<file path="config.mk">
export PLATFORM = sky130hd
export DESIGN_NAME = hazard_scoreboard
export DESIGN_NICKNAME = d
export VERILOG_FILES = /design/src/rtl/hazard_scoreboard.sv
export SDC_FILE = /design/constraint.sdc
export NUM_CORES = 1
export LEC_CHECK = 0
export BUFFER_PORTS_ARGS = -buffer_cell sky130_fd_sc_hd__clkbuf_2
export CORE_AREA = 2 2 70 72
export DETAILED_ROUTE_END_ITERATION = 7
export DIE_AREA = 0 0 72 74
export HOLD_SLACK_MARGIN = 0.1
export PLACE_DENSITY_LB_ADDON = 0.05
export SLEW_MARGIN = 40
export SYNTH_ARGS = -nofsm -noshare
export SYNTH_HDL_FRONTEND = slang
export SYNTH_SLANG_ARGS = --single-unit
</file>
<file path="constraint.sdc">
create_clock -name clk -period 8.03 [get_ports clk]
set_clock_uncertainty 0.2 [all_clocks]
set_input_delay 1.606 -clock clk [delete_from_list [all_inputs] [get_ports clk]]
set_output_delay 1.606 -clock clk [all_outputs]
set_load 0.05 [all_outputs]
</file>
<file path="src/rtl/hazard_scoreboard.sv">
// Data-hazard unit: in-flight dest-tag pipeline, registered forward selects, load-use stall.
// Latency: stall is combinational from ID; fwd_a/fwd_b register on the edge the consumer enters EX.
// Backpressure: hold freezes everything; stall asks upstream to freeze PC/IF-ID and bubbles EX.
module hazard_scoreboard #(
    parameter int REG_ADDR_W = 5,
    parameter int FWD_STAGES = 2,
    parameter int LOAD_LAT   = 1,
    parameter int CNT_W      = 16,
    localparam int SEL_W     = $clog2(FWD_STAGES + 1)
) (
    input  logic                  clk,
    input  logic                  rst_n,
    input  logic                  id_valid,
    input  logic [REG_ADDR_W-1:0] id_rs,
    input  logic [REG_ADDR_W-1:0] id_rt,
    input  logic                  id_use_rs,
    input  logic                  id_use_rt,
    input  logic                  id_regwrite,
    input  logic [REG_ADDR_W-1:0] id_rd,
    input  logic                  id_memread,
    input  logic                  hold,
    input  logic                  flush,
    output logic                  stall,
    output logic [SEL_W-1:0]      fwd_a,
    output logic [SEL_W-1:0]      fwd_b,
    output logic [CNT_W-1:0]      stall_cycles
);

    localparam logic [SEL_W-1:0] ALU_AVAIL  = SEL_W'(1);
    localparam logic [SEL_W-1:0] LOAD_AVAIL = SEL_W'(1 + LOAD_LAT);

    // Only stages 0..FWD_STAGES-1 are stored: the final stage is already in the
    // register file, so it can never be a forwarding source.
    logic [FWD_STAGES-1:0] tag_prod;
    logic [REG_ADDR_W-1:0] tag_rd    [FWD_STAGES];
    logic [SEL_W-1:0]      tag_avail [FWD_STAGES];

    logic             hit_a, hit_b;
    logic [SEL_W-1:0] stg_a, stg_b;
    logic [SEL_W-1:0] avail_a, avail_b;
    logic             pend_a, pend_b;
    logic             issue;

    // Scan oldest to youngest so the youngest producer overwrites and wins.
    always_comb begin
        hit_a   = 1'b0;
        hit_b   = 1'b0;
        stg_a   = '0;
        stg_b   = '0;
        avail_a = '0;
        avail_b = '0;
        for (int s = FWD_STAGES - 1; s >= 0; s--) begin
            if (tag_prod[s] && tag_rd[s] == id_rs) begin
                hit_a   = 1'b1;
                stg_a   = SEL_W'(s);
                avail_a = tag_avail[s];
            end
            if (tag_prod[s] && tag_rd[s] == id_rt) begin
                hit_b   = 1'b1;
                stg_b   = SEL_W'(s);
                avail_b = tag_avail[s];
            end
        end
    end

    always_comb begin
        pend_a = id_use_rs && (id_rs != '0) && hit_a && (avail_a > stg_a + SEL_W'(1));
        pend_b = id_use_rt && (id_rt != '0) && hit_b && (avail_b > stg_b + SEL_W'(1));
        stall  = id_valid && !flush && (pend_a || pend_b);
        issue  = id_valid && !flush && !stall;
    end

    always_ff @(posedge clk or negedge rst_n) begin
        if (!rst_n) begin
            tag_prod     <= '0;
            fwd_a        <= '0;
            fwd_b        <= '0;
            stall_cycles <= '0;
            for (int k = 0; k < FWD_STAGES; k++) begin
                tag_rd[k]    <= '0;
                tag_avail[k] <= '0;
            end
        end else if (!hold) begin
            for (int k = FWD_STAGES - 1; k > 0; k--) begin
                tag_prod[k]  <= tag_prod[k-1];
                tag_rd[k]    <= tag_rd[k-1];
                tag_avail[k] <= tag_avail[k-1];
            end
            tag_prod[0]  <= issue && id_regwrite && (id_rd != '0);
            tag_rd[0]    <= id_rd;
            tag_avail[0] <= id_memread ? LOAD_AVAIL : ALU_AVAIL;

            fwd_a <= (issue && id_use_rs && id_rs != '0 && hit_a) ? stg_a + SEL_W'(1) : '0;
            fwd_b <= (issue && id_use_rt && id_rt != '0 && hit_b) ? stg_b + SEL_W'(1) : '0;

            if (stall && stall_cycles != '1)
                stall_cycles <= stall_cycles + CNT_W'(1);
        end
    end

endmodule

</file>
==> Yosys cells after proc, flatten, opt, wreduce, memory -nomap -nowiden <==
Index checks and enable logic that the tools add are counted.
{ "op_classes": {"add_sub_neg": 3, "order_cmp": 2, "eq_ne": 5, "n_mux": 15, "bitwise_logic": 1, "n_reduce_logical": 29} }
{ "ops": {"columns": ["op", "n"], "rows": [
  ["logical AND 1 bit", 22],
  ["equality test 5 bit", 4],
  ["2-to-1 mux 2 bit", 9],
  ["adder 16 x 1 -> 16 bit, second input constant", 1],
  ["!= test 16 bit, second input constant", 1],
  ["nonzero test 5 bit", 3],
  ["2-to-1 mux 1 bit", 6],
  ["adder 2 x 1 -> 2 bit, second input constant", 2],
  ["greater-than comparator 2 bit", 2],
  ["zero test 1 bit", 2],
  ["AND reduction 2 bit", 1],
  ["logical OR 1 bit", 1],
  ["inverter 1 bit", 1]
]} }
{ "word_totals": {"ff_bits": 36, "inputBits": 24, "out_inout_bits": 21, "word_cells": 63} }

==> Longest topological paths before layout <==
{ "logic_depth": {"ltp_word": 15, "depth_mapped": 13, "mapped_depth_nobuf": 12} }

==> Worst setup path after synthesis <==
No wires, ideal clock.
{ "synth_timing": {"path_kind": "input to output", "start": "input port id_rt[3]", "end": "output port stall", "arrival_ns": 4.015, "t_required_ns": 6.224, "slack_ns": 2.209, "path_stages": 11, "cell_sequence": "xor2_1 > nor4_2 > nand3_1 > or2b_1 > o22ai_1 > ha_1 > nor2b_1 > o21ai_0 > a211oi_2 > nor2_1 > nor2_1"} }
{ "synth_via": {"elab_chain_len": 9, "word_cells_on_any_way": 18, "cone_classes": "1 x add/sub; 1 x order compare; 2 x eq/ne; 6 x mux; 8 x reduce/logical"} }
{ "synth_lines": {"columns": ["element", "line", "text"], "rows": [
  ["start, declared", "15", "input logic [REG_ADDR_W-1:0] id_rt,"],
  ["equality test 5 bit", "58", "if (tag_prod[s] && tag_rd[s] == id_rt) begin"],
  ["logical AND 1 bit", "58", null],
  ["2-to-1 mux 1 bit", "58", null],
  ["2-to-1 mux 2 bit", "58", null],
  ["adder 2 x 1 -> 2 bit", "68", "pend_b = id_use_rt && (id_rt != '0) && hit_b && (avail_b > stg_b + SEL_W'(1));"],
  ["greater-than comparator 2 bit", "68", null],
  ["logical AND 1 bit (*)", "68", null],
  ["logical OR 1 bit (*)", "69", "stall = id_valid && !flush && (pend_a || pend_b);"],
  ["logical AND 1 bit (*)", "69", null],
  ["end, declared", "23", "output logic stall,"]
]} }
Every way passes the cells marked *; elsewhere a longest branch is shown, timed or not.

==> Final worst setup path <==
Ends and elaborated chain as after synthesis.

==> impl_metrics.json <==
{
  "cts_sinks": 36,
  "gp_congestion": 0.884,
  "worst_pin_slew_ns": 0.584,
  "grt_max_degree": 37,
  "placementRows": 25,
  "synth_largest_area_cell": "dfrtp_1",
  "antenna_found_initial": 0,
  "finalSetupViolations": 0,
  "rsz0062_at_grt": "no",
  "comb_power_share_pct": 11.5,
  "maxCapViolCount": 0,
  "post_drt_wl_per_cell_um": 14.7,
  "syn-num-nets": 209,
  "n_fill_cell": 447,
  "syn_area_um2": 1980,
  "power_frac_clock_pct": 35.0,
  "hold_viol": 0,
  "async_reset_ff_share_pct": 100,
  "synthToLayoutAreaGrowth_pct": 18.2,
  "p_sw_share_pct": 25.1,
  "ys_top_cells_by_area": "dfrtp_1 45%, xor2_1 12%, mux2_2 7.4%",
  "cp_max_fo": 6,
  "grt_pass1_wl_um": 7120,
  "yosysTopAreaCellShare_pct": 45.5,
  "fin_crit_ns": 5.91,
  "hold-worst-slack_ns": 0.282,
  "synthCells": 180,
  "synth.most_common_cell": "dfrtp_1",
  "grt_pass1_vias": 1506,
  "drv_slew": 0,
  "endpoint_kind": "output port",
  "synth-main-ff-cell": "dfrtp_1",
  "cp_data_arrival_time_ns": 4.10,
  "start_util_pct": 43.1,
  "timing.setup.tns_ns": 0,
  "ys_types": 33,
  "ir_worst_vdd_mv": 0.106,
  "cts_hold_buf": 0,
  "drt_iter0_markers": 55,
  "switchingPower_mw": 0.0942,
  "root_buffer": "clkbuf_8",
  "worstSkewPairLatency_ns": 0.28,
  "drt-pass1-iter-count": 4,
  "fin_crit_sh_pct": 73.6,
  "cts_tree": "built",
  "die_x_um": 72,
  "final_nets": 257,
  "ys_warn_count": 0,
  "multiInputGateArea_um2": 1040,
  "wirelength_um": 4150,
  "powerDensity_nw_per_um2": 160,
  "cp-start-kind": "primary input",
  "cp.required_ns": 6.22,
  "syn_avg_cell_area_um2": 11.0,
  "synthTopCellsByCount": "36 x dfrtp_1, 28 x xor2_1, 14 x nand2_1",
  "synth_edf_count": 0,
  "core_um2": 4600,
  "io-pin-count": 45,
  "hold_path.class": "reg2reg",
  "seqCellArea_um2": 901,
  "path_clk_slew_ns": 0.07,
  "yosysSeqAreaShare_pct": 45.5,
  "die-area_um2": 5330,
  "diodes": 0,
  "track_usage_pct": 17.5,
  "status": "finished clean",
  "ys_seq_elements": 36,
  "drc": 0,
  "p_seq_share_pct": 53.5,
  "vias": 1472,
  "hpwl_um": 3160,
  "worstSetupPathType": "in2out",
  "final_util_pct": 51.0,
  "port_buffers": 44,
  "gr-total-overflow": 0,
  "vias_per_cell": 5.20,
  "timing.fmax_mhz": 169,
  "p_total_mw": 0.376,
  "drive_above_1_share_pct": 31.9,
  "slew_headroom_pct": 60.9,
  "cts.htree.levels": 2,
  "p_leak_nw": 1.13,
  "ant_nets": 0,
  "post_cts_buffers": 0,
  "intPower_mw": 0.282,
  "cts_buffers": 5,
  "post_cts_resized": 0,
  "dieHeight_um": 74,
  "clk_path_buf_depth": 2
}
[registers in the layout (all words and copies together), names as in the netlist]
name          flops
fwd_b             2
tag_rd           10
tag_avail         4
tag_prod          2
stall_cycles     16
fwd_a             2
[stage by stage]
stage / worst slack (ns) / instance area (um2) / cells
2_1_floorplan: 2.21 / 1980 / 180
3_3_place_gp: 2.13 / 2250 / 275
3_5_place_dp: 2.06 / 2250 / 275
4_1_cts: 2.05 / 2340 / 283
5_1_grt: 1.83 / 2340 / 283
6_report: 2.12 / 2340 / 283
[routing by layer]
metal	global-route usage (%)	share of wire, %	vias to the layer above
met4	6.92	1.3	0
met2	29.7	51	29
met3	4.07	4.3	7
met5	0	0	-
met1	21.9	43	711
li1	-	-	725
[path summary, 6_finish.rpt]
check	from	endpoint	slack, ns	depth (start not counted)
worst max-delay path	id_rt[3]	stall	2.12	13
worst min register to register	fwd_b[1]	fwd_b[1]	0.28	2
worst max register to register	tag_rd[4]	stall_cycles[1]	4.55	11
worst min-delay path	fwd_b[1]	fwd_b[1]	0.28	2
min in group asynchronous	rst_n	tag_avail[0]	1.11	1
max in group asynchronous	rst_n	fwd_a[0]	6.17	1
[placed cells by master, fill, tap and decap left out, drive strengths merged]
cell    synthesis  layout
o21ai           8       8
ha              5       5
nor2b           3       3
inv             7       7
dfrtp          36      36
nand2b          1       1
nand4           1       1
and2b           1       1
clkbuf          1      52
a211oi          2       2
xor2           28      28
nand3          10      10
nor2            8       8
o31ai           4       4
o22a            2       2
or2b            4       4
nand2          14      14
or4             4       4
xnor2           7       7
nor3            5       5
mux2i           1       1
o22ai           2       2
o211ai          1       1
mux2           13      13
and3            2       2
or3             1       1
nor4            7       7
[cell type report]
cell class	count	area share, %
clock buffer	8	3.84
inverter	7	1.12
multi-input combinational	134	44.2
sequential	36	38.4
tap	54	2.88
timing repair buffer	44	9.50
[power by group through the flow]
stage	clock network (mW)	logic [mW]	registers, mW
6_report	0.132	0.0433	0.201
5_1_grt	0.147	0.0489	0.202
4_1_cts	0.137	0.0441	0.201
3_5_place_dp	0	0.0438	0.205
3_3_place_gp	0	0.0424	0.204
2_1_floorplan	0	0.0274	0.201
[kinds of logic (layout without fill, tap and decap cells)]
| group | count (synthesis) | count (layout) | synth area share, % |
|---|---|---|---|
| AND/OR/NAND/NOR | 61 | 61 | 18.4 |
| multiplexers | 14 | 14 | 7.89 |
| adder cells (fa/ha/maj) | 5 | 5 | 3.16 |
| AO/OA/AOI/OAI | 19 | 19 | 7.39 |
| flip-flops | 36 | 36 | 45.5 |
| buffers and inverters | 10 | 59 | 2.27 |
| XOR/XNOR | 35 | 35 | 15.5 |
[critical path, stage by stage]
cell,delay [ns]
clkbuf_2,0.11
xor2_1,0.17
nor4_2,0.28
nand3_1,0.23
or2b_1,0.28
o22ai_1,0.10
ha_1,0.30
nor2b_1,0.12
o21ai_0,0.09
a211oi_2,0.29
nor2_1,0.11
nor2_1,0.13
clkbuf_2,0.29
No activity file was read; power rests on OpenSTA's default activity.
